## config.mk

```make
export PLATFORM = sky130hd
export DESIGN_NAME = muldiv_unit
export DESIGN_NICKNAME = d
export VERILOG_FILES = /design/src/rtl/muldiv_unit.sv
export SDC_FILE = /design/constraint.sdc
export NUM_CORES = 1
export LEC_CHECK = 0
export BUFFER_PORTS_ARGS = -buffer_cell sky130_fd_sc_hd__buf_4
export CORE_ASPECT_RATIO = 1.5
export CORE_MARGIN = 2
export CORE_UTILIZATION = 60
export DETAILED_ROUTE_END_ITERATION = 6
export PLACE_DENSITY = 0.79
export REMOVE_ABC_BUFFERS = 1
export SLEW_MARGIN = 30
export SYNTH_ARGS = -nofsm -noshare
export SYNTH_HDL_FRONTEND = slang
export SYNTH_SLANG_ARGS = --single-unit
```

## constraint.sdc

```tcl
create_clock -name CLK -period 5.4 [get_ports CLK]
set_input_delay 0.54 -clock CLK [delete_from_list [all_inputs] [get_ports CLK]]
set_output_delay 0.54 -clock CLK [all_outputs]
set_load 0.02 [all_outputs]
```

## src/rtl/muldiv_unit.sv

```systemverilog
`default_nettype none
// muldiv_unit: iterative radix-2 RV32M multiply/divide unit for the EX stage.
// Revision 1.0 - initial release.
module muldiv_unit #(
  parameter int XLEN = 32
) (
  input  logic            CLK,
  input  logic            RSTn,
  input  logic            EN,
  input  logic            flush_i,
  input  logic            start_i,
  input  logic [2:0]      funct3_i,
  input  logic [XLEN-1:0] op1_i,
  input  logic [XLEN-1:0] op2_i,
  output logic            stall_o,
  output logic            valid_o,
  output logic [XLEN-1:0] result_o
);

  localparam int CNT_W = $clog2(XLEN) + 1;
  localparam logic [CNT_W-1:0] LAST_ITER = CNT_W'(XLEN - 1);

  localparam logic [1:0] IDLE = 2'd0;
  localparam logic [1:0] CALC = 2'd1;
  localparam logic [1:0] FIX  = 2'd2;
  localparam logic [1:0] DONE = 2'd3;

  logic [1:0]        state;
  logic [CNT_W-1:0]  cnt;
  logic [2:0]        funct3;
  logic              neg;
  logic [XLEN-1:0]   opb;
  logic [2*XLEN-1:0] acc;
  logic [XLEN-1:0]   result;

  logic            is_div_in, signed1_in, signed2_in, sign1_in, sign2_in, neg_in;
  logic            div0_in, ovf_in, special_in;
  logic [XLEN-1:0] mag1_in, mag2_in, special_res;

  // Incoming op decode: operand magnitudes, result sign and the no-iteration cases.
  always_comb begin
    is_div_in   = funct3_i[2];
    signed1_in  = is_div_in ? ~funct3_i[0] : (funct3_i[1:0] != 2'b11);
    signed2_in  = is_div_in ? ~funct3_i[0] : ~funct3_i[1];
    sign1_in    = signed1_in & op1_i[XLEN-1];
    sign2_in    = signed2_in & op2_i[XLEN-1];
    mag1_in     = sign1_in ? -op1_i : op1_i;
    mag2_in     = sign2_in ? -op2_i : op2_i;
    neg_in      = (is_div_in & funct3_i[1]) ? sign1_in : (sign1_in ^ sign2_in);
    div0_in     = is_div_in & (op2_i == '0);
    ovf_in      = is_div_in & ~funct3_i[0] & (op1_i == {1'b1, {(XLEN-1){1'b0}}}) & (op2_i == '1);
    special_in  = div0_in | ovf_in;
    special_res = '0;
    if (div0_in)
      special_res = funct3_i[1] ? op1_i : '1;
    else if (ovf_in)
      special_res = funct3_i[1] ? '0 : op1_i;
  end

  logic [XLEN:0]     mul_sum, div_shift, div_diff;
  logic              div_ge;
  logic [2*XLEN-1:0] mul_next, div_next;

  // acc holds {high product, multiplier} for MUL* and {remainder, dividend/quotient} for DIV*.
  always_comb begin
    mul_sum   = {1'b0, acc[2*XLEN-1:XLEN]} + (acc[0] ? {1'b0, opb} : '0);
    mul_next  = {mul_sum, acc[XLEN-1:1]};
    div_shift = acc[2*XLEN-1:XLEN-1];
    div_diff  = div_shift - {1'b0, opb};
    div_ge    = (div_shift >= {1'b0, opb});
    div_next  = {(div_ge ? div_diff[XLEN-1:0] : div_shift[XLEN-1:0]), acc[XLEN-2:0], div_ge};
  end

  logic [2*XLEN-1:0] mul_val;
  logic [XLEN-1:0]   mul_out, div_sel, div_out, fix_out;

  always_comb begin
    mul_val = neg ? -acc : acc;
    mul_out = (funct3[1:0] == 2'b00) ? mul_val[XLEN-1:0] : mul_val[2*XLEN-1:XLEN];
    div_sel = funct3[1] ? acc[2*XLEN-1:XLEN] : acc[XLEN-1:0];
    div_out = neg ? -div_sel : div_sel;
    fix_out = funct3[2] ? div_out : mul_out;
  end

  always_ff @(posedge CLK) begin
    if (!RSTn) begin
      state  <= IDLE;
      cnt    <= '0;
      funct3 <= '0;
      neg    <= 1'b0;
      opb    <= '0;
      acc    <= '0;
      result <= '0;
    end else if (EN) begin
      if (flush_i) begin
        state <= IDLE;
        cnt   <= '0;
      end else begin
        case (state)
          IDLE: begin
            if (start_i) begin
              funct3 <= funct3_i;
              neg    <= neg_in;
              cnt    <= '0;
              if (special_in) begin
                result <= special_res;
                state  <= DONE;
              end else begin
                acc   <= {{XLEN{1'b0}}, (is_div_in ? mag1_in : mag2_in)};
                opb   <= is_div_in ? mag2_in : mag1_in;
                state <= CALC;
              end
            end
          end
          CALC: begin
            acc <= funct3[2] ? div_next : mul_next;
            cnt <= cnt + CNT_W'(1);
            if (cnt == LAST_ITER)
              state <= FIX;
          end
          FIX: begin
            result <= fix_out;
            state  <= DONE;
          end
          default: state <= IDLE;
        endcase
      end
    end
  end

  assign stall_o  = ((state == IDLE) & start_i) | (state == CALC) | (state == FIX);
  assign valid_o  = (state == DONE);
  assign result_o = valid_o ? result : '0;

endmodule
`default_nettype wire
```

# Word-level counts from Yosys, hierarchy flattened
# Cells that the tools add are included.
[classes]
addsub = 7
multipliers = 0
div_mod_pow = 0
magnitude_cmp = 1
eq_ne = 12
shifts = 0
n_mux = 34
bitwise_logic = 16
n_reduce_logical = 12
[ops]
columns = ["op", "count"]
rows = [
  ["32-bit 2-to-1 mux", 17],
  ["64-bit 2-to-1 mux", 4],
  ["64-bit case mux with 2 select lines", 1],
  ["32-bit negator", 3],
  ["32-bit equality test (second input constant)", 2],
  ["64-bit negator", 1],
  ["32-bit case mux with 2 select lines", 1],
  ["32-bit by 32-bit adder with 33-bit output", 1],
  ["33-bit by 32-bit greater-or-equal comparator with 1-bit output", 1],
  ["32-bit logical NOT", 1],
  ["32-bit subtractor", 1],
  ["5-bit AND reduction", 3],
  ["6-bit 2-to-1 mux", 2],
  ["6-bit case mux with 2 select lines", 1],
  ["1-bit AND", 8],
  ["2-bit 2-to-1 mux", 4],
  ["2-bit inequality test (second input constant)", 4],
  ["6-bit by 1-bit adder with 6-bit output (second input constant)", 1],
  ["6-bit by 5-bit equality test with 1-bit output (second input constant)", 1],
  ["3-bit inequality test (second input constant)", 2],
  ["2-bit case mux with 3 select lines", 1],
  ["3-bit AND reduction", 2],
  ["2-bit equality test (second input constant)", 2],
  ["2-bit logical NOT", 2],
  ["other kinds (8)", 16],
]
[totals]
register_bits = 140
latch_bits = 0
ramBits = 0
rom_bits = 0
word_cells = 89
memories = 0

# Longest topological paths before layout
# Gate-level depths: netlist of run 1.
[logic_depth]
word_depth = 9
depth_mapped = 15
depth_no_buf = 13

# Least setup slack after synthesis of run 1
# OpenSTA, ideal clock, no wires.
[synth_timing]
path_type = "reg2reg"
start = "register funct3[1]"
end = "register result[30]"
arrival_time_ns = 3.678
required_time_ns = 5.266
path_slack_ns = 1.588
path_stages_with_launch = 15
path_buffers = 5
path_cell_list = "dfxtp_1 > clkbuf_1 > clkbuf_1 > buf_2 > buf_2 > buf_2 > mux2i_1 > ha_1 > o221ai_1 > o41ai_2 > nand2_1 > a21oi_1 > xor2_1 > a211oi_1 > a211oi_1"
[synth_via]
elab_chain_cells = 5
elab_cells_between_ends = 7
classes_between = "1 x add/sub; 5 x mux; 1 x reduce/logical"
[synth_rtl]
columns = ["element", "line", "text"]
rows = [
  ["start: declaration", "30", "logic [2:0] funct3;"],
  ["start signal: assignment", "102", "funct3 <= funct3_i;"],
  ["32-bit 2-to-1 mux", "80", "div_sel = funct3[1] ? acc[2*XLEN-1:XLEN] : acc[XLEN-1:0];"],
  ["32-bit negator", "81", "div_out = neg ? -div_sel : div_sel;"],
  ["32-bit 2-to-1 mux", "81", ""],
  ["32-bit 2-to-1 mux (*)", "82", "fix_out = funct3[2] ? div_out : mul_out;"],
  ["32-bit case mux with 2 select lines (*)", "99", "case (state)"],
  ["end signal: assignment", "106", "result <= special_res;"],
  ["end signal: assignment", "122", "result <= fix_out;"],
  ["end: declaration", "34", "logic [XLEN-1:0] result;"],
]
# Mark *: on every way between the ends. The rest lies on a longest branch, timed or not.
# A chain may end at the register's enable or synchronous reset.

# Final worst setup path of run 1
[layout_timing]
start = "register acc[0]"
end = "register acc[60]"
[layout_via]
elab_chain_cells = 4
[layout_rtl]
columns = ["element", "line", "text"]
rows = [
  ["start: declaration", "33", "logic [2*XLEN-1:0] acc;"],
  ["start signal: assignment", "109", "acc <= {{XLEN{1'b0}}, (is_div_in ? mag1_in : mag2_in)};"],
  ["start signal: assignment", "116", "acc <= funct3[2] ? div_next : mul_next;"],
  ["32-bit 2-to-1 mux", "66", "mul_sum = {1'b0, acc[2*XLEN-1:XLEN]} + (acc[0] ? {1'b0, opb} : '0);"],
  ["32-bit by 32-bit adder with 33-bit output", "66", ""],
  ["64-bit 2-to-1 mux", "116", ""],
  ["64-bit case mux with 2 select lines", "99", ""],
]
# No other way between the ends.

==> qor.yml, run 1 <==
pwr:
  intPower_w: 0.00212
  combPwrFrac_pct: 31.9
  power.leakage_nw: 6.68
  p_switching_w: 0.00135
  ir_drop_v: 0.000239
  seqPwrFrac_pct: 32.1
  p_clk_share_pct: 35.9
  p_per_area_mw_per_mm2: 202
  switching_share_pct: 38.9
clock_tree:
  cts_tree: "yes"
  cts_made_buffers: 17
  clock-root-buffer: "clkbuf_16"
  cts_resized: 0
  cts_hold_buf: 0
  cts-htree-levels: 4
  cts_sinks: 140
  clock_latency_ns: 0.47
  postCtsSetupBuffers: 0
  clkSlewWorstSetupHoldPaths_ns: 0.08
  clock_path_buffers: 2
setup_path:
  worst-endpoint-required_ns: 5.73
  ff2ff_setup_slack_ns: 1.23
  critical_path_arrival_ns: 4.51
  start_kind: "flip-flop"
  cp-endpoint: "acc[60]$_SDFFE_PN0P_"
  ff2ff_path_depth: 13
  reg2reg_from: "acc[0]$_SDFFE_PN0P_"
  reg2reg_to: "acc[60]$_SDFFE_PN0P_"
  critPathCaptureType: "flip-flop"
  crit_start: "acc[0]$_SDFFE_PN0P_"
  worstPathMaxFanout: 24
  crit_type: "reg2reg"
routing:
  highest_layer: "met4"
  met1Wirelength_um: 22500
  drt_iter0_markers: 1616
  routed_wl_um: 61000
  drtPass1Iterations: 6
  drc: 0
  wl_met2_um: 28400
  drtAntennaViolNets: 0
  vias_per_cell: 6.87
  wl_per_cell_um: 23.6
  met3RoutedLength_um: 6180
  num_vias: 17791
grt:
  grt_first_pass_wirelength_um: 93700
  grt_max_degree: 85
  grt_antenna_before_repair: 0
  overflow: 0
  grtUsageTotal_pct: 43.9
  grt_pass1_vias: 16694
finish:
  fin_cells: 2589
  antenna_cells: 0
  fill_cells: 2366
  syn_to_final_growth_pct: 8.85
  final_area_mm2: 0.0172
  nets: 2391
  drive_above_1_share_pct: 10.6
synth:
  synth_flop_cell: "dfxtp_1"
  ys_seq_elements: 140
  synth.most_common_cell: "nor2_1"
  synth_largest_area_cell: "dfxtp_1"
  ys_warn_count: 0
  syn-cell-area_mm2: 0.0158
  synthArstFlopShare_pct: 0
  ys_seq_area_share_pct: 17.8
  synth_edf_count: 0
  avgSynthCellArea_um2: 6.97
  synth.top_cells.by_area: "dfxtp_1, a21oi_1, ha_1, nor2_1, xnor2_1"
  synth_cell_types: 92
  netlist.area_leader.share_pct: 17.8
  yosys-top-cells-count: "nor2_1, nand2_1, a21oi_1, clkbuf_1, o21ai_0"
  synthCells: 2266
run:
  maxCapViolations: 0
sta:
  tightest_slew_ns: 0.935
  fin_crit_ns: 4.17
  finalMaxSlewViolations: 0
  skew_ns: 0.0141
  fin_crit_sh_pct: 77.3
  final-setup-viol-count: 0
  slew_headroom_pct: 37.6
  rsz0062_at_grt: "no"
  hold_violations: 0
  fmax_ghz: 0.240
  tns_ns: 0
outcome:
  status: "finished clean"
floorplan:
  dieArea_mm2: 0.0276
  die_y_um: 203
  die_w_um: 136
  start_util_pct: 61.0
  core_mm2: 0.0259
  ios: 106
  std_cell_rows: 72
hold_path:
  hp-class: "in2reg"
placed_design:
  dpl_cell_area_mm2: 0.0166
  io_buffers: 105
  gp_congestion: 1.04
  placed_cells: 2557
  place_hpwl_um: 45900
through the flow:
step	hold WS (ns)	setup slack [ns]	power, W	utilization [%]
finish	0.366	1.23	0.00347	66.5
global route	0.403	0.963	0.00359	66.5
CTS	0.359	1.32	0.00343	66.4
detailed placement	0.442	1.32	0.00220	64.1
global placement	0.438	1.34	0.00219	64.1
floorplan	0.417	1.04	0.00184	-
registers in the layout, indices dropped and copies added (netlist names):
signal,flops
result,32
acc,64
funct3,3
state,2
opb,32
cnt,6
neg,1
power groups by stage:
stage / combinational [W] / clock [W] / sequential (W)
CTS: 0.00108 / 0.00124 / 0.00111
global route: 0.00119 / 0.00128 / 0.00112
detailed placement: 0.00107 / 0 / 0.00114
global placement: 0.00106 / 0 / 0.00114
floorplan: 0.000718 / 0 / 0.00112
finish: 0.00111 / 0.00125 / 0.00112
layer usage:
layer | track usage (%) | vias to the layer above
met5 | 0 | -
met4 | 27.5 | 0
met3 | 10.1 | 234
met2 | 70.9 | 1052
met1 | 52.1 | 8291
li1 | - | 8214
worst max-delay path, stage by stage, from the launching register on:
cell and delay [ns]:
dfxtp_1 0.37, inv_1 0.29, buf_4 0.36, nor2_1 0.08
ha_1 0.40, and4_1 0.26, o211ai_1 0.11, o21ai_0 0.53
o21ai_0 0.22, a21oi_1 0.40, a31oi_1 0.25, o31ai_1 0.41
mux2i_1 0.24, o2111ai_1 0.11
cell type report:
class,count,area [µm²],share of cell area [%]
clock buffer,17,425,2.48
clock inverter,15,176,1.03
inverter,76,285,1.66
multi-input combinational,1873,12000,70.1
sequential,140,2810,16.3
tap,333,417,2.42
timing repair buffer,135,1030,5.97
cells in the final DEF (no fill, tap or decap), drive strengths merged, types with 6 or more instances in the layout:
master  Yosys  final
xnor2      98     98
a21o       37     37
o41ai      16     16
a21oi     189    189
nor4       24     24
nor2b      12     12
mux2i      80     80
mux2       21     21
nand4      24     24
o31ai      34     34
ha         74     74
buf        27    135
o211ai     25     25
nand2b     10     10
and2       45     45
o221ai      6      6
a31oi      42     42
nor3b      11     11
or4        21     21
and3       12     12
dfxtp     140    140
xor2       73     73
clkinv      1      6
a211o      10     10
o21a       12     12
a211oi     57     57
or2        16     16
nand3      50     50
clkbuf    150     17
nor3       78     78
or3        23     23
o22ai      11     11
a311oi     12     12
o21bai     10     10
a22oi      15     15
inv        75     83
nand2     226    226
and4        6      6
nor2      239    239
o21ai     179    179
logic make-up (layout without fill, tap and decap cells):
group,Yosys count,in the layout,share of synthesized area (%)
DFF,140,140,17.8
and+or+nand+nor,804,804,24.5
buffers and inverters,253,243,6.19
AOI/OAI and AO/OA,721,721,29.4
adders and majority gates,76,76,6.12
muxes,101,101,6.57
xor gates and xnor gates,171,171,9.49
how the worst min path moves through the flow:
stage                                  startpoint                      end  slack (ns)  cells after the start
after floorplan           result[13]$_SDFFE_PN0P_  result[13]$_SDFFE_PN0P_        0.42                      2
after global placement     result[4]$_SDFFE_PN0P_   result[4]$_SDFFE_PN0P_        0.44                      2
after detailed placement   result[4]$_SDFFE_PN0P_   result[4]$_SDFFE_PN0P_        0.44                      2
after CTS                             funct3_i[0]   funct3[0]$_SDFFE_PN0P_        0.36                      3
after global routing                  funct3_i[0]   funct3[0]$_SDFFE_PN0P_        0.40                      3
final                                 funct3_i[0]   funct3[0]$_SDFFE_PN0P_        0.37                      3
Power figures use the tool's default switching activity.
==> inputs of run 2 (changes only) <==
--- a/config.mk
+++ b/config.mk
@@ -8,7 +8,7 @@
 export BUFFER_PORTS_ARGS = -buffer_cell sky130_fd_sc_hd__buf_4
 export CORE_ASPECT_RATIO = 1.5
 export CORE_MARGIN = 2
-export CORE_UTILIZATION = 60
+export CORE_UTILIZATION = 57
 export DETAILED_ROUTE_END_ITERATION = 6
 export PLACE_DENSITY = 0.79
 export REMOVE_ABC_BUFFERS = 1
==> constraint.sdc (replaced) <==
create_clock -name CLK -period 3.7 [get_ports CLK]
set_input_delay 0.37 -clock CLK [delete_from_list [all_inputs] [get_ports CLK]]
set_output_delay 0.37 -clock CLK [all_outputs]
set_load 0.02 [all_outputs]
==> qor.yml, run 2 (synthesis gave the netlist of run 1 again) <==
setup_path:
  reg2reg_to: "acc[60]$_SDFFE_PN0P_"
  worstPathMaxFanout: 31
  crit_buf_inv: 3
  ff2ff_path_depth: 14
  worst-endpoint-required_ns: 4.03
  worst_path_most_repeated_cell: "o21ai_0"
  max_stage_delay_ns: 0.41
  start_kind: "flip-flop"
  critical_path_arrival_ns: 3.89
  ff2ff_setup_slack_ns: 0.13
  slowest_stage: "o31ai_2"
  path_cells: "inv_1, buf_12, nor2_1, ha_1, and4_1, o211ai_1, o21ai_0, buf_4, o21ai_0, a21oi_1, a31oi_1, o31ai_2, mux2i_1, o2111ai_1"
  reg2reg_from: "acc[0]$_SDFFE_PN0P_"
  critPathCaptureType: "flip-flop"
  critPathTopFamily: "compound AO/OA/AOI/OAI gates"
  crit_type: "reg2reg"
pwr:
  power.leakage_nw: 7.09
  ir_drop_v: 0.000365
  total_power_w: 0.00497
  p_per_area_mw_per_mm2: 279
finish:
  final_area_mm2: 0.0178
  largest_reg_flops: 64
  fill_cells: 2504
  reg_top3: "acc: 64 flops, opb: 32 flops, result: 32 flops"
  antenna_cells: 0
  regMostFlops: "acc"
  syn_to_final_growth_pct: 12.8
  final_cell_mix: "nor2_1, nand2_1, buf_4, a21oi_1, o21ai_0"
  nets: 2473
  final_common_cell: "nor2_1"
  fin_cells: 2679
  drive_above_1_share_pct: 13.5
clock_tree:
  cts_hold_buf: 0
  clock-root-buffer: "clkbuf_16"
  clock_path_buffers: 2
  postCtsSetupBuffers: 0
  cts_made_buffers: 17
  cts_sinks: 140
  cts_tree: "yes"
  clock_latency_ns: 0.46
  clkSlewWorstSetupHoldPaths_ns: 0.06
  cts-htree-levels: 4
routing:
  drtPass1Iterations: 6
  num_vias: 18449
  drc: 0
  vias_per_cell: 6.89
  routed_wl_um: 62800
  drt_iter0_markers: 1833
  wl_per_cell_um: 23.4
  drtAntennaViolNets: 0
sta:
  fmax_ghz: 0.280
  skew_ns: 0.0100
  hold_violations: 0
  final-setup-viol-count: 0
  fin_crit_ns: 3.57
  tightest_slew_ns: 0.970
  rsz0062_at_grt: "no"
  timing.final.ws_setup_ns: 0.134
  finalMaxSlewViolations: 0
  fin_crit_sh_pct: 96.4
  tns_ns: 0
  slew_headroom_pct: 34.7
floorplan:
  std_cell_rows: 74
  dieArea_mm2: 0.0291
  ios: 106
  core_mm2: 0.0272
  die_y_um: 208
  start_util_pct: 58.0
  die_w_um: 140
hold_path:
  hp-class: "in2reg"
  hold_depth: 3
  min-delay-start: "funct3_i[0]"
  min_to: "funct3[0]$_SDFFE_PN0P_"
placed_design:
  dpl_cell_area_mm2: 0.0173
  gp_congestion: 1.08
  placed_cells: 2648
  place_hpwl_um: 47300
  dp_worst_setup_slack_ns: 0.133
  io_buffers: 105
grt:
  grt_max_degree: 79
  overflow: 0
  grtUsageTotal_pct: 42.0
  grt_antenna_before_repair: 0
  grt_pass1_vias: 17540
  grt_first_pass_wirelength_um: 96900
outcome:
  status: "finished clean"
run:
  maxCapViolations: 0
## run 2: area by class of cell
class / count / area (µm²) / share of cell area [%]
repair buffers: 217 / 1720 / 9.64
clock buffers: 20 / 437 / 2.45
inverters: 76 / 285 / 1.60
flip-flops and latches: 140 / 2810 / 15.8
multi-input cells: 1873 / 12000 / 67.6
clock inverters: 11 / 97.6 / 0.548
well taps: 342 / 428 / 2.40
## run 2: report_power, final
group          internal (W)  total (W)  switching (W)
logic              0.000651    0.00172        0.00107
clock network      0.000917    0.00165       0.000732
registers           0.00155    0.00160      0.0000573
total               0.00311    0.00497        0.00185
## run 2: worst min-delay path, delay by kind of cell
kind | cells | cell delay, ns
AND/OR/NAND/NOR | 1 | 0.06
AO/OA/AOI/OAI | 1 | 0.05
buffers and inverters | 1 | 0.14
## run 2: how the worst max path moves through the flow
stage | from | endpoint | slack [ns] | cells after the start
after floorplan | funct3[1]$_SDFFE_PN0P_ | result[2]$_SDFFE_PN0P_ | -0.66 | 7
after global placement | acc[0]$_SDFFE_PN0P_ | acc[60]$_SDFFE_PN0P_ | 0.23 | 14
after detailed placement | acc[0]$_SDFFE_PN0P_ | acc[60]$_SDFFE_PN0P_ | 0.13 | 14
after CTS | acc[0]$_SDFFE_PN0P_ | acc[60]$_SDFFE_PN0P_ | 0.1 | 14
after global routing | acc[0]$_SDFFE_PN0P_ | acc[60]$_SDFFE_PN0P_ | 0.006 | 14
final | acc[0]$_SDFFE_PN0P_ | acc[60]$_SDFFE_PN0P_ | 0.13 | 14
## run 2: what timing repair did
action,CTS,global route
endpoints found under the setup margin,0,6
resized for setup,0,3
hold endpoints to repair,0,0
## run 2: stage by stage
stage	hold slack, ns	util [%]
final	0.218	65.4
after global routing	0.212	65.4
after CTS	0.209	65.4
after detailed placement	0.442	63.4
after global placement	0.435	63.4
after floorplan	0.417	-
## run 2: per-layer routing
layer  share of wire, %  global-route usage, %
met1                 36                   49.5
met2                 46                   68.6
met3                9.5                   6.92
met4                8.0                   30.0
met5                  0                      0
==> inputs of run 3 (changes only) <==
--- a/config.mk
+++ b/config.mk
@@ -5,13 +5,13 @@
 export SDC_FILE = /design/constraint.sdc
 export NUM_CORES = 1
 export LEC_CHECK = 0
-export BUFFER_PORTS_ARGS = -buffer_cell sky130_fd_sc_hd__buf_4
+export BUFFER_PORTS_ARGS = -buffer_cell sky130_fd_sc_hd__buf_2
 export CORE_ASPECT_RATIO = 1.5
 export CORE_MARGIN = 2
 export CORE_UTILIZATION = 57
+export CTS_CLUSTER_DIAMETER = 30
 export DETAILED_ROUTE_END_ITERATION = 6
 export PLACE_DENSITY = 0.79
-export REMOVE_ABC_BUFFERS = 1
 export SLEW_MARGIN = 30
 export SYNTH_ARGS = -nofsm -noshare
 export SYNTH_HDL_FRONTEND = slang
==> qor.yml, run 3 (synthesis gave the netlist of run 1 again) <==
outcome:
  status: "finished clean"
sta:
  skew_ns: 0.0114
  fin_crit_sh_pct: 96.6
  slew_headroom_pct: 40.5
  fin_crit_ns: 3.58
  final-setup-viol-count: 0
  timing.hold.ws_ns: 0.213
  tightest_slew_ns: 0.886
  timing.final.ws_setup_ns: 0.124
  rsz0062_at_grt: "no"
  finalMaxSlewViolations: 0
  hold_violations: 0
  fmax_ghz: 0.280
routing:
  drtPass1Iterations: 6
  num_vias: 18373
  drtAntennaViolNets: 0
  highest_layer: "met4"
  met1Wirelength_um: 23500
  routed_wl_um: 67500
  drc: 0
  wl_per_cell_um: 25.0
  vias_per_cell: 6.81
  drt_iter0_markers: 1891
  wl_met2_um: 31300
  met3RoutedLength_um: 6330
finish:
  antenna_cells: 0
  final_common_cell: "nor2_1"
  utilization_pct: 65.0
  nets: 2491
  final_cell_mix: "nor2_1, nand2_1, a21oi_1, o21ai_0, dfxtp_1"
  drive_above_1_share_pct: 14.3
  syn_to_final_growth_pct: 12.2
  reg_top3: "acc: 64 flops, opb: 32 flops, result: 32 flops"
  largest_reg_flops: 64
  fin_cells: 2698
  regMostFlops: "acc"
run:
  maxCapViolations: 0
clock_tree:
  cts_sinks: 140
  cts-htree-levels: 4
  cts_made_buffers: 17
  cts_hold_buf: 0
  clock-root-buffer: "clkbuf_16"
  clock_path_buffers: 2
  clock_latency_ns: 0.47
  clkSlewWorstSetupHoldPaths_ns: 0.07
  cts_tree: "yes"
pwr:
  ir_drop_v: 0.000376
  seqPwrFrac_pct: 31.1
  power.leakage_nw: 7.14
  p_clk_share_pct: 34.3
  p_switching_w: 0.00201
  p_per_area_mw_per_mm2: 291
  combPwrFrac_pct: 34.6
  intPower_w: 0.00314
  switching_share_pct: 39.0
setup_path:
  worst-endpoint-required_ns: 4.09
  ff2ff_path_depth: 10
  cp-endpoint: "result[19]$_SDFFE_PN0P_"
  critPathCaptureType: "flip-flop"
  reg2reg_to: "result[19]$_SDFFE_PN0P_"
  critical_path_arrival_ns: 3.97
  worstPathMaxFanout: 8
  reg2reg_from: "acc[0]$_SDFFE_PN0P_"
  ff2ff_setup_slack_ns: 0.12
  start_kind: "flip-flop"
  crit_type: "reg2reg"
  crit_start: "acc[0]$_SDFFE_PN0P_"
hold_path:
  hp-class: "in2reg"
  hold_depth: 3
placed_design:
  placed_cells: 2666
  place_hpwl_um: 52800
  dp_worst_setup_slack_ns: 0.0108
  io_buffers: 105
  gp_congestion: 1.08
floorplan:
  ios: 106
  start_util_pct: 58.0
  std_cell_rows: 74
  core_mm2: 0.0272
  dieArea_mm2: 0.0291
  die_w_um: 140
  die_y_um: 208
grt:
  grt_pass1_vias: 17670
  grtUsageTotal_pct: 45.3
  grt_antenna_before_repair: 0
  overflow: 0
  grt_max_degree: 70
  grt_first_pass_wirelength_um: 103000
synth:
  synth_nets: 2414
run 3: worst min path at each step:
| stage | to | startpoint | slack (ns) |
|---|---|---|---|
| after floorplan | result[13]$_SDFFE_PN0P_ | result[13]$_SDFFE_PN0P_ | 0.42 |
| after global placement | opb[26]$_SDFFE_PN0P_ | opb[26]$_SDFFE_PN0P_ | 0.44 |
| after detailed placement | opb[19]$_SDFFE_PN0P_ | opb[19]$_SDFFE_PN0P_ | 0.45 |
| after CTS | funct3[0]$_SDFFE_PN0P_ | funct3_i[0] | 0.20 |
| after global routing | funct3[0]$_SDFFE_PN0P_ | funct3_i[0] | 0.23 |
| final | funct3[0]$_SDFFE_PN0P_ | funct3_i[0] | 0.21 |
run 3: cell type report:
cell class	instances	area (µm²)
Clock buffer	17	425
Clock inverter	15	161
Fill cell	2518	9520
Inverter	76	285
Multi-Input combinational cell	1873	12000
Sequential cell	140	2810
Tap cell	342	428
Timing Repair Buffer	235	1560
run 3: power groups by stage:
stage          sequential, W  clock (W)  combinational (W)
2_1_floorplan        0.00160          0            0.00113
3_3_place_gp         0.00163          0            0.00171
3_5_place_dp         0.00163          0            0.00172
4_1_cts              0.00160    0.00177            0.00173
5_1_grt              0.00160    0.00182            0.00189
6_report             0.00160    0.00176            0.00178
run 3: worst max-delay path, cell delays in order (launching register included):
cell       delay, ns
dfxtp_1         0.38
or4_4           0.61
nor4_4          0.37
nand4_4         0.15
buf_4           0.21
nor3_1          0.36
a21oi_1         0.15
xnor2_1         0.18
a2111oi_0       0.73
nand2_1         0.18
a21oi_1         0.18
run 3: metrics by stage:
step	setup TNS, ns	area [µm²]	total power (W)
after global placement	-0.130	17100	0.00334
after floorplan	0	15800	0.00273
final	0	17700	0.00515
after CTS	0	17700	0.00510
after detailed placement	0	17100	0.00335
after global routing	0	17700	0.00532
run 3: per-layer routing:
layer / GRT usage (%) / up-vias
met2: 74.8 / 1110
li1: - / 8402
met3: 9.18 / 308
met1: 50.5 / 8553
met4: 35.4 / 0
met5: 0 / -
run 3: timing repair:
action,CTS,global route
endpoints found under the setup margin,0,5
setup buffers,0,0
resized for setup,0,3
